[config.mk]
export PLATFORM = sky130hd
export DESIGN_NAME = ps2_host_tx_flat
export DESIGN_NICKNAME = d
export VERILOG_FILES = /design/src/rtl/ps2_host_tx_if.sv /design/src/rtl/ps2_host_tx.sv /design/src/flat_wrapper.sv
export SDC_FILE = /design/constraint.sdc
export NUM_CORES = 1
export LEC_CHECK = 0
export ABC_AREA = 1
export CAP_MARGIN = 20
export CORE_MARGIN = 1.5
export CORE_UTILIZATION = 52
export DETAILED_ROUTE_END_ITERATION = 7
export GPL_ROUTABILITY_DRIVEN = 0
export PLACE_DENSITY = 0.73
export RECOVER_POWER = 50
export SLEW_MARGIN = 25
export SYNTH_ARGS = -nofsm -noshare
export SYNTH_HDL_FRONTEND = slang
export SYNTH_SLANG_ARGS = --single-unit
[constraint.sdc]
create_clock -name CLOCK_50 -period 1.75 [get_ports CLOCK_50]
set_clock_uncertainty 0.05 [all_clocks]
set_input_delay 0.35 -clock CLOCK_50 [delete_from_list [all_inputs] [get_ports CLOCK_50]]
set_output_delay 0.35 -clock CLOCK_50 [all_outputs]
set_load 0.005 [all_outputs]
[src/rtl/ps2_host_tx_if.sv]
// Command/status bundle between the PS/2 host transmitter and its user logic,
// including the open-drain enables that the top level turns into 0/'z' on the pins.
interface ps2_host_tx_if;
  logic       start;
  logic [7:0] tx_byte;
  logic       ps2_clk_oe;
  logic       ps2_dat_oe;
  logic       busy;
  logic       done;
  logic       ack_err;
  logic       timeout;

  modport master (
    output start,
    output tx_byte,
    input  ps2_clk_oe,
    input  ps2_dat_oe,
    input  busy,
    input  done,
    input  ack_err,
    input  timeout
  );

  modport slave (
    input  start,
    input  tx_byte,
    output ps2_clk_oe,
    output ps2_dat_oe,
    output busy,
    output done,
    output ack_err,
    output timeout
  );
endinterface

[src/rtl/ps2_host_tx.sv]
// Host-to-device PS/2 transmitter: inhibit, request-to-send, 8 data bits LSB-first,
// odd parity, stop, then device ack check, all under a per-edge watchdog.
module ps2_host_tx #(
  parameter int CLK_INHIBIT_CYCLES = 5000,
  parameter int START_SETUP_CYCLES = 250,
  parameter int TIMEOUT_CYCLES     = 750000
) (
  input  logic         CLOCK_50,
  input  logic         reset,
  input  logic         PS2_CLK,
  input  logic         PS2_DAT,
  ps2_host_tx_if.slave bus
);

  localparam int INH_W = $clog2(CLK_INHIBIT_CYCLES) + 1;
  localparam int SET_W = $clog2(START_SETUP_CYCLES) + 1;
  localparam int TO_W  = $clog2(TIMEOUT_CYCLES) + 1;

  localparam logic [INH_W-1:0] INH_LAST = INH_W'(CLK_INHIBIT_CYCLES - 1);
  localparam logic [SET_W-1:0] SET_LAST = SET_W'(START_SETUP_CYCLES - 1);
  localparam logic [TO_W-1:0]  TO_LAST  = TO_W'(TIMEOUT_CYCLES - 1);

  typedef enum logic [2:0] {
    IDLE,
    INHIBIT,
    REQ,
    SEND,
    WAIT_ACK,
    WAIT_IDLE
  } state_t;

  function automatic logic odd_parity(input logic [7:0] b);
    return ~^b;
  endfunction

  state_t           state;
  logic [9:0]       frame;
  logic [3:0]       bit_idx;
  logic [INH_W-1:0] inh_cnt;
  logic [SET_W-1:0] setup_cnt;
  logic [TO_W-1:0]  wdog;

  logic clk_oe;
  logic dat_oe;
  logic busy;
  logic done;
  logic ack_err;
  logic timeout;

  logic clk_meta_p0;
  logic clk_sync_p1;
  logic clk_prev_p2;
  logic dat_meta_p0;
  logic dat_sync_p1;
  logic fall;

  // p0 -> p1: two-flop synchronisers on the raw lines; p2 keeps the previous clock sample
  always_ff @(posedge CLOCK_50) begin
    clk_meta_p0 <= PS2_CLK;
    clk_sync_p1 <= clk_meta_p0;
    clk_prev_p2 <= clk_sync_p1;
    dat_meta_p0 <= PS2_DAT;
    dat_sync_p1 <= dat_meta_p0;
  end

  assign fall = clk_prev_p2 & ~clk_sync_p1;

  // p2 -> control: protocol state machine with registered outputs
  always_ff @(posedge CLOCK_50) begin
    if (reset) begin
      state     <= IDLE;
      frame     <= '0;
      bit_idx   <= '0;
      inh_cnt   <= '0;
      setup_cnt <= '0;
      wdog      <= '0;
      clk_oe    <= 1'b0;
      dat_oe    <= 1'b0;
      busy      <= 1'b0;
      done      <= 1'b0;
      ack_err   <= 1'b0;
      timeout   <= 1'b0;
    end else begin
      done <= 1'b0;
      case (state)
        IDLE: begin
          clk_oe <= 1'b0;
          dat_oe <= 1'b0;
          if (bus.start) begin
            frame   <= {1'b1, odd_parity(bus.tx_byte), bus.tx_byte};
            ack_err <= 1'b0;
            timeout <= 1'b0;
            busy    <= 1'b1;
            clk_oe  <= 1'b1;
            inh_cnt <= '0;
            state   <= INHIBIT;
          end
        end

        INHIBIT: begin
          if (inh_cnt == INH_LAST) begin
            inh_cnt   <= '0;
            setup_cnt <= '0;
            dat_oe    <= 1'b1;
            state     <= REQ;
          end else begin
            inh_cnt <= inh_cnt + INH_W'(1);
          end
        end

        REQ: begin
          if (setup_cnt == SET_LAST) begin
            setup_cnt <= '0;
            clk_oe    <= 1'b0;
            bit_idx   <= '0;
            wdog      <= '0;
            state     <= SEND;
          end else begin
            setup_cnt <= setup_cnt + SET_W'(1);
          end
        end

        SEND: begin
          if (wdog == TO_LAST) begin
            clk_oe  <= 1'b0;
            dat_oe  <= 1'b0;
            timeout <= 1'b1;
            done    <= 1'b1;
            busy    <= 1'b0;
            bit_idx <= '0;
            state   <= IDLE;
          end else if (fall) begin
            wdog   <= '0;
            // Stop bit is a 1 in the frame, so this also releases the data line
            dat_oe <= ~frame[bit_idx];
            if (bit_idx == 4'd9) begin
              bit_idx <= '0;
              state   <= WAIT_ACK;
            end else begin
              bit_idx <= bit_idx + 4'd1;
            end
          end else begin
            wdog <= wdog + TO_W'(1);
          end
        end

        WAIT_ACK: begin
          if (wdog == TO_LAST) begin
            clk_oe  <= 1'b0;
            dat_oe  <= 1'b0;
            timeout <= 1'b1;
            done    <= 1'b1;
            busy    <= 1'b0;
            state   <= IDLE;
          end else if (fall) begin
            ack_err <= dat_sync_p1;
            wdog    <= '0;
            state   <= WAIT_IDLE;
          end else begin
            wdog <= wdog + TO_W'(1);
          end
        end

        WAIT_IDLE: begin
          if (wdog == TO_LAST) begin
            clk_oe  <= 1'b0;
            dat_oe  <= 1'b0;
            timeout <= 1'b1;
            done    <= 1'b1;
            busy    <= 1'b0;
            state   <= IDLE;
          end else if (clk_sync_p1 && dat_sync_p1) begin
            done  <= 1'b1;
            busy  <= 1'b0;
            state <= IDLE;
          end else begin
            wdog <= wdog + TO_W'(1);
          end
        end

        default: begin
          clk_oe <= 1'b0;
          dat_oe <= 1'b0;
          busy   <= 1'b0;
          state  <= IDLE;
        end
      endcase
    end
  end

  assign bus.ps2_clk_oe = clk_oe;
  assign bus.ps2_dat_oe = dat_oe;
  assign bus.busy       = busy;
  assign bus.done       = done;
  assign bus.ack_err    = ack_err;
  assign bus.timeout    = timeout;

endmodule
[src/flat_wrapper.sv]
// flat-port wrapper written by rule: the top's interface ports become plain ports
module ps2_host_tx_flat 
#(
  parameter int CLK_INHIBIT_CYCLES = 5000,
  parameter int START_SETUP_CYCLES = 250,
  parameter int TIMEOUT_CYCLES     = 750000
)
  (CLOCK_50, reset, PS2_CLK, PS2_DAT, bus_start, bus_tx_byte, bus_ps2_clk_oe, bus_ps2_dat_oe, bus_busy, bus_done, bus_ack_err, bus_timeout);
  ps2_host_tx_if bus_i ();
  input  logic CLOCK_50;
  input  logic reset;
  input  logic PS2_CLK;
  input  logic PS2_DAT;
  input wire logic [$bits(bus_i.start)-1:0] bus_start;
  input wire logic [$bits(bus_i.tx_byte)-1:0] bus_tx_byte;
  output wire logic [$bits(bus_i.ps2_clk_oe)-1:0] bus_ps2_clk_oe;
  output wire logic [$bits(bus_i.ps2_dat_oe)-1:0] bus_ps2_dat_oe;
  output wire logic [$bits(bus_i.busy)-1:0] bus_busy;
  output wire logic [$bits(bus_i.done)-1:0] bus_done;
  output wire logic [$bits(bus_i.ack_err)-1:0] bus_ack_err;
  output wire logic [$bits(bus_i.timeout)-1:0] bus_timeout;
  assign bus_i.start = bus_start;
  assign bus_i.tx_byte = bus_tx_byte;
  assign bus_ps2_clk_oe = bus_i.ps2_clk_oe;
  assign bus_ps2_dat_oe = bus_i.ps2_dat_oe;
  assign bus_busy = bus_i.busy;
  assign bus_done = bus_i.done;
  assign bus_ack_err = bus_i.ack_err;
  assign bus_timeout = bus_i.timeout;
  ps2_host_tx #(.CLK_INHIBIT_CYCLES(CLK_INHIBIT_CYCLES), .START_SETUP_CYCLES(START_SETUP_CYCLES), .TIMEOUT_CYCLES(TIMEOUT_CYCLES)) u_core (.CLOCK_50(CLOCK_50), .reset(reset), .PS2_CLK(PS2_CLK), .PS2_DAT(PS2_DAT), .bus(bus_i));
endmodule
==> results.md, run 1 <==
| Stage | Item | Reported |
| --- | --- | --- |
| sta | Setup repair after global routing missed its margin | true |
| grt | Number of antenna violations at the first check in global routing | 0 |
| yosys | Per-instance average area after synthesis | 6.406 um2 |
| place | Final HPWL DP | 7766 um |
| cells and area | Share of layout cells above drive strength 1 | 0.1939 |
| yosys | Synth Register Bits | 72 |
| cts | Clock latency of the later-clocked register in the worst-skew pair | 0.36 ns |
| routing | Vias per std cell | 5.407 |
| yosys | Cell count after synthesis | 651 |
| cts | Clock transition at the registers of the reported paths | 0.08 ns |
| worst setup path | Startpoint-to-endpoint class of the critical path | reg -> reg |
| die | Standard-cell row count | 32 |
| sta | Post-route worst setup slack | -0.01938 ns |
| place | Dpl ws | -0.07158 ns |
| grt | Overflow left after global routing | 0 |
| cells and area | Area growth, synth to finish | 26.88% |
| power | Overall power consumption | 5650 uW |
| routing | Avg WL per Cell | 13.46 um |
| sta | Summed negative setup slack over all endpoints | -0.02175 ns |
| cells and area | Area of the multi-input gates | 2521 um2 |
| yosys | Synth Cell Area | 4170 um2 |
| yosys | EDFF count, synth | 0 |
| cts | Clock tree from TritonCTS | done |
| sta | Remaining max-slew budget at the tightest pin | 0.7776 |
| worst setup path | Critical Path AT | 1.97 ns |
| die | Starting density of the core | 0.5397 |
| die | Die X | 92.55 um |
| worst setup path | Type of destination of the critical path | flip-flop |
| routing | DRC violation total after the first TritonRoute iteration | 304 |
| sta | Endpoints failing setup | 3 |
| yosys | Fraction of synthesis flops using an asynchronous set or reset pin | 0 |
| routing | Number of optimization iterations in the first detailed-route pass | 5 |
| cells and area | Number of nets in the layout | 741 |
| die | Die span in y | 92.55 um |
| worst setup path | Required time worst endpoint | 1.95 ns |
| status | Status | complete, but fails checks |
| routing | Total wire length | 11160 um |
| min path | Min-delay worst type | reg -> reg |
| yosys | Synthesized netlist net count | 670 |
| cells and area | Sequential cell area | 1455 um2 |
| grt | Total track usage | 0.2639 |
| yosys | Synthesis warning total | 0 |
| cells and area | Most frequent cells in the layout | sky130_fd_sc_hd__nand2_1, sky130_fd_sc_hd__nor2_1, sky130_fd_sc_hd__inv_1 |
| die | Top-level port count | 19 |
| place | Port bufs | 18 |
| cts | Buffers from clock root to sink, at most | 2 |
| sta | Fraction of the cycle the final worst path needs | 1.011 |
| status | Violated checks | negative setup slack |
| grt | Wire length of the first global-routing pass | 18420 um |
| yosys | Post-synthesis sequential area ratio | 0.3456 |
| yosys | Count of distinct cell types in the synthesized netlist | 36 |
| place | Placed Instance Area | 4781 um2 |
| power | PwrDens | 1068 nW/um2 |
| power | Max VDD drop | 0.0005487 V |
| sta | Max Clock Freq | 565.2 MHz |
| cts | Count of clock tree sinks | 72 |
| die | Total Die Area | 8566 um2 |
| routing | Count of unresolved DRC violations after routing | 0 |
| job | Maxcap violations | 0 |
| grt | Via count of the first global-routing pass | 4209 |
| cts | Master cell of the clock root buffer | sky130_fd_sc_hd__clkbuf_8 |
| routing | Total via count after detailed routing | 4482 |
| cells and area | Number of fillers in the final layout | 657 |
| cells and area | Number of inserted diodes | 0 |
| die | Core Box Area | 7727 um2 |
| sta | Fin. max-slew vios | 0 |
| worst setup path | Max FO, Critical Path | 6 |
| sta | Worst-Margin Slew | 0.3322 ns |
| sta | Final critical path time including I/O delays and setup | 1.769 ns |
| cells and area | Final non-filler cell area | 5291 um2 |
| cells and area | Leading cell type in the layout, fill and taps excluded | sky130_fd_sc_hd__nand2_1 |
| routing | Number of nets with antenna violations after routing | 0 |
| cts | Number of clock buffers inserted by TritonCTS | 9 |
| grt | Pin count of the biggest net entering global routing | 26 |
| power | Leakage | 0.002148 uW |
| cts | CTS H-tree depth | 3 |
| worst setup path | CP startpoint kind | flip-flop |
| yosys | Dominant synthesized flop cell | sky130_fd_sc_hd__dfxtp_1 |
| sta | Final hold violations | 0 |
| sta | Hold_ws | 0.3082 ns |
| worst setup path | Worst-case register-to-register setup slack | -0.02 ns |
==> per-stage QoR <==
step,utilization,std cells
final,0.6847,829
after global routing,0.6847,829
after CTS,0.6486,821
after detailed placement,0.6187,805
after global placement,0.6187,805
after floorplan,-,651
==> registers in the layout, summed over array words and instances (netlist names), 3 cells and up <==
register	cells
u_core.frame	10
u_core.wdog	21
u_core.inh_cnt	14
u_core.setup_cnt	9
u_core.bit_idx	4
u_core.state	3
==> path summary, 6_finish.rpt <==
kind,startpoint,end,depth (start not counted)
max,u_core.setup_cnt[1]$_SDFFE_PP0P_,u_core.wdog[15]$_SDFFE_PP0P_,14
min,u_core.clk_meta_p0$_DFF_P_,u_core.clk_sync_p1$_DFF_P_,0
min reg2reg,u_core.clk_meta_p0$_DFF_P_,u_core.clk_sync_p1$_DFF_P_,0
max reg2reg,u_core.setup_cnt[1]$_SDFFE_PP0P_,u_core.wdog[15]$_SDFFE_PP0P_,14
==> routing by layer <==
layer,wire length [um],up-vias,global-route usage,part of all wire
met5,0,-,0,0
met4,152,0,0.07692,0.014
met3,603,18,0.04516,0.054
met2,5474,131,0.4540,0.49
met1,4930,2080,0.3367,0.44
li1,-,2253,-,-
==> cell usage after synthesis (3+ instances only) <==
| master | number | area, um2 |
|---|---|---|
| sky130_fd_sc_hd__a21oi_1 | 56 | 280.3 |
| sky130_fd_sc_hd__clkbuf_1 | 10 | 37.54 |
| sky130_fd_sc_hd__dfxtp_1 | 72 | 1441 |
| sky130_fd_sc_hd__ha_1 | 6 | 75.07 |
| sky130_fd_sc_hd__inv_1 | 75 | 281.5 |
| sky130_fd_sc_hd__inv_2 | 4 | 15.01 |
| sky130_fd_sc_hd__nand2_1 | 168 | 630.6 |
| sky130_fd_sc_hd__nand2_2 | 4 | 25.02 |
| sky130_fd_sc_hd__nand3_1 | 63 | 315.3 |
| sky130_fd_sc_hd__nand3_2 | 3 | 30.03 |
| sky130_fd_sc_hd__nand3b_1 | 4 | 30.03 |
| sky130_fd_sc_hd__nand4_1 | 21 | 131.4 |
| sky130_fd_sc_hd__nor2_1 | 80 | 300.3 |
| sky130_fd_sc_hd__nor2_2 | 5 | 31.28 |
| sky130_fd_sc_hd__nor3_1 | 11 | 55.05 |
| sky130_fd_sc_hd__nor3b_1 | 3 | 22.52 |
| sky130_fd_sc_hd__o211ai_1 | 3 | 22.52 |
| sky130_fd_sc_hd__o21ai_0 | 27 | 135.1 |
| sky130_fd_sc_hd__xnor2_1 | 6 | 52.55 |
| sky130_fd_sc_hd__xor2_1 | 6 | 52.55 |
==> repair_timing <==
item | CTS | global route
setup buffers | 0 | 6
setup endpoints to repair | 13 | 43
gates cloned | 0 | 2
hold buffers | 0 | 0
pin swaps | 1 | 19
resized for setup | 2 | 55
==> report_power, final <==
part           internal, uW  switching (uW)
clock                   810             678
combinational           900            1290
sequential             1830             138
==> area by class of cell <==
cell class / count / share of cell area
inverters: 80 / 0.05746
multi-input cells: 483 / 0.4765
repair buffers: 76 / 0.1253
clock buffers: 10 / 0.02412
flip-flops and latches: 72 / 0.2750
clock inverters: 6 / 0.01750
well taps: 102 / 0.02412
==> critical path, cell delays in order, from the launching register on <==
cell                      delay (ns)
sky130_fd_sc_hd__dfxtp_2        0.34
sky130_fd_sc_hd__inv_2          0.07
sky130_fd_sc_hd__ha_4           0.12
sky130_fd_sc_hd__nand2_2        0.04
sky130_fd_sc_hd__nor2_1         0.08
sky130_fd_sc_hd__nand2_1        0.08
sky130_fd_sc_hd__nand2_2        0.11
sky130_fd_sc_hd__nand2_4        0.06
sky130_fd_sc_hd__nand2_4        0.07
sky130_fd_sc_hd__inv_2          0.04
sky130_fd_sc_hd__nor2_4         0.19
sky130_fd_sc_hd__buf_12         0.16
sky130_fd_sc_hd__nand2_1        0.08
sky130_fd_sc_hd__nor2_1         0.11
sky130_fd_sc_hd__nor2_1         0.05
==> cell families (layout without fill, tap and decap cells) <==
logic type | count (synthesis) | in the layout | synth area share
buffers and inverters | 96 | 172 | 0.09241
AND/OR/NAND/NOR | 371 | 371 | 0.4002
AO/OA/AOI/OAI | 94 | 94 | 0.1185
adder cells (fa/ha/maj) | 6 | 6 | 0.01800
flip-flops | 72 | 72 | 0.3456
XOR/XNOR | 12 | 12 | 0.02520
Note: power is estimated with default switching activity, not from simulation.
==> run 2: changes to the inputs <==
--- a/config.mk
+++ b/config.mk
@@ -11,7 +11,7 @@
 export CORE_UTILIZATION = 52
 export DETAILED_ROUTE_END_ITERATION = 7
 export GPL_ROUTABILITY_DRIVEN = 0
-export PLACE_DENSITY = 0.73
+export PLACE_DENSITY = 0.7
 export RECOVER_POWER = 50
 export SLEW_MARGIN = 25
 export SYNTH_ARGS = -nofsm -noshare
==> constraint.sdc (replaced) <==
create_clock -name CLOCK_50 -period 2.05 [get_ports CLOCK_50]
set_clock_uncertainty 0.05 [all_clocks]
set_input_delay 0.41 -clock CLOCK_50 [delete_from_list [all_inputs] [get_ports CLOCK_50]]
set_output_delay 0.41 -clock CLOCK_50 [all_outputs]
set_load 0.005 [all_outputs]
==> run 2 against run 1 <==
  * The run now ends clean
  * Non-clock buffer count down 40
  * Sequential share of layout area up 2.9 points
  * Routed wire length down 12%
  * Flip-flop and latch count unchanged
  * Cell count down 4.8%
  * Register-to-register slack better by 0.21 ns
  * First-iteration DRC count down 23%
  * Setup slack better by 0.21 ns
  * Worst hold slack worse by 0.035 ns
  * Core utilization down 7.1 points
  * Clock-buffer cell count up 1
  * Maximum frequency down 4.7%
  * Largest power group is now registers
  * Highest routed layer unchanged
==> results.md, run 2 (same netlist as run 1, synthesis figures left out) <==
| Stage | Item | Reported |
| --- | --- | --- |
| cells and area | Sequential cell area | 1444 um2 |
| sta | Fraction of the cycle the final worst path needs | 0.9057 |
| worst setup path | CP startpoint kind | flip-flop |
| sta | Post-route worst setup slack | 0.1934 ns |
| routing | Vias per std cell | 5.336 |
| cts | Clock tree from TritonCTS | done |
| cells and area | Share of layout cells above drive strength 1 | 0.08443 |
| sta | Final critical path time including I/O delays and setup | 1.857 ns |
| worst setup path | Startpoint-to-endpoint class of the critical path | reg -> reg |
| die | Standard-cell row count | 32 |
| routing | Count of unresolved DRC violations after routing | 0 |
| cts | Post-CTS Hold Buffers | 0 |
| routing | Avg WL per Cell | 12.52 um |
| sta | Hold_ws | 0.2734 ns |
| cts | Master cell of the clock root buffer | sky130_fd_sc_hd__clkbuf_8 |
| place | Dpl ws | 0.1363 ns |
| status | Status | finished, final reports clean |
| grt | Pin count of the biggest net entering global routing | 24 |
| place | Final HPWL DP | 7201 um |
| cts | CTS H-tree depth | 3 |
| routing | DRC violation total after the first TritonRoute iteration | 234 |
| die | Die X | 92.55 um |
| place | Port bufs | 18 |
| worst setup path | Critical Path AT | 2.05 ns |
| die | Core Box Area | 7727 um2 |
| worst setup path | Type of destination of the critical path | flip-flop |
| grt | Overflow left after global routing | 0 |
| cells and area | Number of fillers in the final layout | 749 |
| routing | Number of nets with antenna violations after routing | 0 |
| power | Leakage | 0.001904 uW |
| sta | Summed negative setup slack over all endpoints | 0 ns |
| worst setup path | Required time worst endpoint | 2.25 ns |
| routing | Total via count after detailed routing | 4210 |
| sta | Setup repair after global routing missed its margin | false |
| cells and area | Largest register by flop count | u_core.wdog |
| grt | Via count of the first global-routing pass | 3834 |
| sta | Worst-Margin Slew | 0.3884 ns |
| routing | Total wire length | 9876 um |
| cells and area | Number of nets in the layout | 701 |
| cts | Count of clock tree sinks | 72 |
| job | Maxcap violations | 0 |
| die | Die span in y | 92.55 um |
| cells and area | Number of inserted diodes | 0 |
| die | Top-level port count | 19 |
| cells and area | Registers with the most flip-flops | u_core.wdog: 21 flops, u_core.inh_cnt: 14 flops, u_core.frame: 10 flops |
| sta | Endpoints failing setup | 0 |
| die | Starting density of the core | 0.5397 |
| power | PwrDens | 887.6 nW/um2 |
| power | Max VDD drop | 0.0003245 V |
| worst setup path | Max FO, Critical Path | 22 |
| cells and area | Area of the multi-input gates | 2356 um2 |
| cts | Number of clock buffers inserted by TritonCTS | 9 |
| min path | Min-delay worst type | reg -> reg |
| grt | Number of antenna violations at the first check in global routing | 0 |
| cells and area | Area growth, synth to finish | 13.80% |
| cts | Buffers from clock root to sink, at most | 2 |
| sta | Remaining max-slew budget at the tightest pin | 0.7408 |
| die | Total Die Area | 8566 um2 |
| routing | Number of optimization iterations in the first detailed-route pass | 4 |
| cts | Clock latency of the later-clocked register in the worst-skew pair | 0.35 ns |
| cells and area | Core occupancy in the finished layout | 0.6142 |
| grt | Total track usage | 0.2475 |
| cells and area | Leading cell type in the layout, fill and taps excluded | sky130_fd_sc_hd__nand2_1 |
| cts | Clock transition at the registers of the reported paths | 0.08 ns |
| cells and area | Max reg flops | 21 |
| grt | Wire length of the first global-routing pass | 17190 um |
| sta | Final hold violations | 0 |
| cells and area | Most frequent cells in the layout | sky130_fd_sc_hd__nand2_1, sky130_fd_sc_hd__nor2_1, sky130_fd_sc_hd__inv_1 |
| sta | Max Clock Freq | 538.6 MHz |
| sta | Fin. max-slew vios | 0 |
==> run 2: cell types whose count changed in the layout (fill, tap and decap cells not counted), sizes merged <==
cell / before / now
buf: 56 / 16
bufinv: 2 / 1
clkbuf: 12 / 13
clkdlybuf4s50: 16 / 10
clkinv: 1 / 4
clkinvlp: 3 / 1
dlygate4sd3: 2 / 8
inv: 80 / 79
==> run 2: worst max-delay path: stages, from the launching register on <==
cell and delay (ns):
sky130_fd_sc_hd__dfxtp_1 0.38, sky130_fd_sc_hd__ha_1 0.24, sky130_fd_sc_hd__nand3_4 0.13, sky130_fd_sc_hd__nor2_4 0.17, sky130_fd_sc_hd__nand4_2 0.19, sky130_fd_sc_hd__nand2_2 0.15, sky130_fd_sc_hd__nor2_4 0.05, sky130_fd_sc_hd__buf_12 0.15
sky130_fd_sc_hd__nand2_1 0.08, sky130_fd_sc_hd__nand2_1 0.06, sky130_fd_sc_hd__nand2_1 0.06, sky130_fd_sc_hd__nor2_1 0.04
==> run 2: cell type report <==
| type | count | area share |
|---|---|---|
| Inverter | 80 | 0.06327 |
| Clock buffer | 11 | 0.02979 |
| Tap cell | 102 | 0.02689 |
| Timing Repair Buffer | 36 | 0.06749 |
| Sequential cell | 72 | 0.3042 |
| Clock inverter | 5 | 0.01186 |
| Multi-Input combinational cell | 483 | 0.4964 |
==> run 2: path summary, 6_finish.rpt <==
check	from	endpoint	slack, ns	cells after the start
max reg2reg	u_core.wdog[1]$_SDFFE_PP0P_	u_core.wdog[15]$_SDFFE_PP0P_	0.19	11
min reg2reg	u_core.dat_meta_p0$_DFF_P_	u_core.dat_sync_p1$_DFF_P_	0.27	0
max	u_core.wdog[1]$_SDFFE_PP0P_	u_core.wdog[15]$_SDFFE_PP0P_	0.19	11
min	u_core.dat_meta_p0$_DFF_P_	u_core.dat_sync_p1$_DFF_P_	0.27	0
==> run 2: through the flow <==
stage	power (uW)	cells	area [um2]
6_report	4212	789	4746
5_1_grt	4481	789	4746
4_1_cts	4255	789	4738
3_5_place_dp	3104	773	4541
3_3_place_gp	3077	773	4541
2_1_floorplan	2680	651	4170
==> run 2: power breakdown <==
group	switching (uW)	internal [uW]
clock	559	594
sequential	133	1550
combinational	892	483
total	1580	2630
==> run 2: what timing repair did <==
item	CTS	global route
endpoints found under the setup margin	0	7
setup buffers	0	0
gates resized for setup	0	6
==> run 2: layer usage <==
metal | GRT usage | vias up | part of all wire | wire length [um]
met4 | 0.07949 | 0 | 0.011 | 112
met5 | 0 | - | 0 | 0
li1 | - | 2173 | - | -
met2 | 0.4222 | 79 | 0.47 | 4616
met3 | 0.03448 | 9 | 0.033 | 327
met1 | 0.3206 | 1949 | 0.49 | 4820
==> run 3: changes to the inputs <==
--- a/config.mk
+++ b/config.mk
@@ -13,7 +13,6 @@
 export GPL_ROUTABILITY_DRIVEN = 0
 export PLACE_DENSITY = 0.7
 export RECOVER_POWER = 50
-export SLEW_MARGIN = 25
 export SYNTH_ARGS = -nofsm -noshare
 export SYNTH_HDL_FRONTEND = slang
 export SYNTH_SLANG_ARGS = --single-unit
==> constraint.sdc (replaced) <==
create_clock -name CLOCK_50 -period 2.4 [get_ports CLOCK_50]
set_clock_uncertainty 0.05 [all_clocks]
set_input_delay 0.48 -clock CLOCK_50 [delete_from_list [all_inputs] [get_ports CLOCK_50]]
set_output_delay 0.48 -clock CLOCK_50 [all_outputs]
set_load 0.005 [all_outputs]
==> run 3 against run 2 <==
  * Global-route usage about the same
  * Power decreased by 17%
  * Core utilization decreased by 1.4 points
  * First-iteration DRC count increased by 2.1%
  * Critical path type unchanged
==> results.md, run 3 (same netlist as run 1, synthesis figures left out) <==
| Stage | Item | Reported |
| --- | --- | --- |
| cts | Gates resized, CTS repair | 0 |
| worst setup path | Startpoint-to-endpoint class of the critical path | reg -> reg |
| grt | Number of antenna violations at the first check in global routing | 0 |
| worst setup path | Crit-path leading delay family | simple AND/OR/NAND/NOR gates |
| grt | Overflow left after global routing | 0 |
| routing | Total wire length | 9855 um |
| worst setup path | Worst path bufs/invs | 0 |
| routing | Total via count after detailed routing | 4166 |
| cells and area | Area growth, synth to finish | 11.16% |
| routing | Number of nets with antenna violations after routing | 0 |
| power | Power spent charging and discharging nets | 1333 uW |
| sta | Worst-Margin Slew | 0.7172 ns |
| cells and area | Final non-filler cell area | 4636 um2 |
| power | Leakage | 0.001858 uW |
| place | Port bufs | 18 |
| sta | Remaining max-slew budget at the tightest pin | 0.5218 |
| power | Combinational cell fraction of total power | 0.321 |
| place | Final HPWL DP | 7215 um |
| cts | Clock tree from TritonCTS | done |
| cells and area | Max reg flops | 21 |
| cts | CTS H-tree depth | 3 |
| sta | Post-route worst setup slack | 0.2978 ns |
| cells and area | Registers with the most flip-flops | u_core.wdog: 21 flops, u_core.inh_cnt: 14 flops, u_core.frame: 10 flops |
| worst setup path | Max FO, Critical Path | 22 |
| routing | Number of optimization iterations in the first detailed-route pass | 5 |
| place | Placed Instance Area | 4461 um2 |
| power | Max VDD drop | 0.0002666 V |
| grt | Wire length of the first global-routing pass | 16930 um |
| cts | Clock transition at the registers of the reported paths | 0.08 ns |
| die | Standard-cell row count | 32 |
| routing | DRC violation total after the first TritonRoute iteration | 239 |
| worst setup path | Largest incremental delay on the critical path | 0.43 ns |
| min path | Min-delay worst type | reg -> reg |
| die | Die X | 92.55 um |
| power | Share of power burned in the clock network | 0.271 |
| sta | Summed negative setup slack over all endpoints | 0 ns |
| worst setup path | CP startpoint kind | flip-flop |
| cells and area | Number of nets in the layout | 692 |
| sta | Fraction of the cycle the final worst path needs | 0.8759 |
| place | Dpl ws | 0.3360 ns |
| power | PwrDens | 755.5 nW/um2 |
| cells and area | Number of inserted diodes | 0 |
| power | Switching share of total power | 0.3808 |
| cells and area | Most frequent cells in the layout | sky130_fd_sc_hd__nand2_1, sky130_fd_sc_hd__nor2_1, sky130_fd_sc_hd__inv_1 |
| worst setup path | Critical Path AT | 2.36 ns |
| sta | Hold_ws | 0.2761 ns |
| sta | Endpoints failing setup | 0 |
| cts | Clock latency of the later-clocked register in the worst-skew pair | 0.36 ns |
| cells and area | Largest register by flop count | u_core.wdog |
| routing | Vias per std cell | 5.341 |
| sta | Setup repair after global routing missed its margin | false |
| sta | Final hold violations | 0 |
| cts | Buffers from clock root to sink, at most | 2 |
| cts | Count of clock tree sinks | 72 |
| grt | Pin count of the biggest net entering global routing | 23 |
| cells and area | Leading cell type in the layout, fill and taps excluded | sky130_fd_sc_hd__nand2_1 |
| cts | Post-CTS Hold Buffers | 0 |
| die | Starting density of the core | 0.5397 |
| grt | Total track usage | 0.2474 |
| worst setup path | Type of destination of the critical path | flip-flop |
| sta | Max Clock Freq | 475.7 MHz |
| die | Total Die Area | 8566 um2 |
| cts | Setup fix buffers added after clock tree synthesis | 0 |
| cts | Master cell of the clock root buffer | sky130_fd_sc_hd__clkbuf_8 |
| routing | Avg WL per Cell | 12.63 um |
| status | Status | finished, final reports clean |
| worst setup path | Required time worst endpoint | 2.66 ns |
| power | Share of total power in sequential cells | 0.407 |
| sta | Final critical path time including I/O delays and setup | 2.102 ns |
| worst setup path | Library cell contributing the largest single delay on the critical path | sky130_fd_sc_hd__nor2_4 |
| cells and area | Number of fillers in the final layout | 754 |
| worst setup path | Cell breakdown of the critical path | ha_1 > nand3_1 > nor2_4 > nand4_2 > nand2_1 > nor2_4 > nand2_1 > nand2_1 > nand2_1 > nor2_1 |
| job | Maxcap violations | 0 |
| die | Die span in y | 92.55 um |
| cts | Number of clock buffers inserted by TritonCTS | 9 |
| power | Overall power consumption | 3502 uW |
| power | Cell-internal power | 2169 uW |
| sta | Fin. max-slew vios | 0 |
| die | Core Box Area | 7727 um2 |
| cells and area | Share of layout cells above drive strength 1 | 0.06195 |
| routing | Count of unresolved DRC violations after routing | 0 |
| grt | Via count of the first global-routing pass | 3812 |
| worst setup path | Cell repeated most along the worst path | sky130_fd_sc_hd__nand2_1 |
| die | Top-level port count | 19 |
run 3: worst paths after layout:
check	start	endpoint	slack [ns]	cells past startpoint
hold / removal	u_core.dat_meta_p0$_DFF_P_	u_core.dat_sync_p1$_DFF_P_	0.28	0
setup / recovery	u_core.wdog[1]$_SDFFE_PP0P_	u_core.wdog[12]$_SDFFE_PP0P_	0.30	10
hold reg to reg	u_core.dat_meta_p0$_DFF_P_	u_core.dat_sync_p1$_DFF_P_	0.28	0
setup reg to reg	u_core.wdog[1]$_SDFFE_PP0P_	u_core.wdog[12]$_SDFFE_PP0P_	0.30	10
run 3: through the flow:
| stage | cells | utilization |
|---|---|---|
| after floorplan | 651 | - |
| after global placement | 764 | 0.5772 |
| after detailed placement | 764 | 0.5772 |
| after CTS | 780 | 0.6017 |
| after global routing | 780 | 0.5999 |
| final | 780 | 0.5999 |
run 3: power by group through the flow:
stage | logic (uW) | clock network (uW) | registers (uW)
after CTS | 1140 | 968 | 1430
after global placement | 1130 | 0 | 1450
after floorplan | 859 | 0 | 1430
after global routing | 1280 | 1020 | 1450
after detailed placement | 1140 | 0 | 1450
final | 1130 | 950 | 1430
run 3: worst reg2reg max path, stage by stage, from the launching register on:
cell	delay [ns]
sky130_fd_sc_hd__dfxtp_1	0.34
sky130_fd_sc_hd__ha_1	0.26
sky130_fd_sc_hd__nand3_1	0.27
sky130_fd_sc_hd__nor2_4	0.09
sky130_fd_sc_hd__nand4_2	0.13
sky130_fd_sc_hd__nand2_1	0.13
sky130_fd_sc_hd__nor2_4	0.43
sky130_fd_sc_hd__nand2_1	0.14
sky130_fd_sc_hd__nand2_1	0.09
sky130_fd_sc_hd__nand2_1	0.05
sky130_fd_sc_hd__nor2_1	0.07
run 3: layout make-up:
class | count | area [um2] | area share
clock buffers | 11 | 131.4 | 0.02834
clock inverters | 5 | 57.56 | 0.01242
inverters | 80 | 300.3 | 0.06478
multi-input cells | 483 | 2333 | 0.5034
flip-flops and latches | 72 | 1441 | 0.3109
well taps | 102 | 127.6 | 0.02753
repair buffers | 27 | 244.0 | 0.05263
run 3: layer usage:
layer | share of wire | global-route usage | wire [um]
met5 | 0 | 0 | 0
met4 | 0.013 | 0.09872 | 127
met3 | 0.043 | 0.04433 | 426
met2 | 0.48 | 0.4185 | 4689
met1 | 0.47 | 0.3096 | 4612
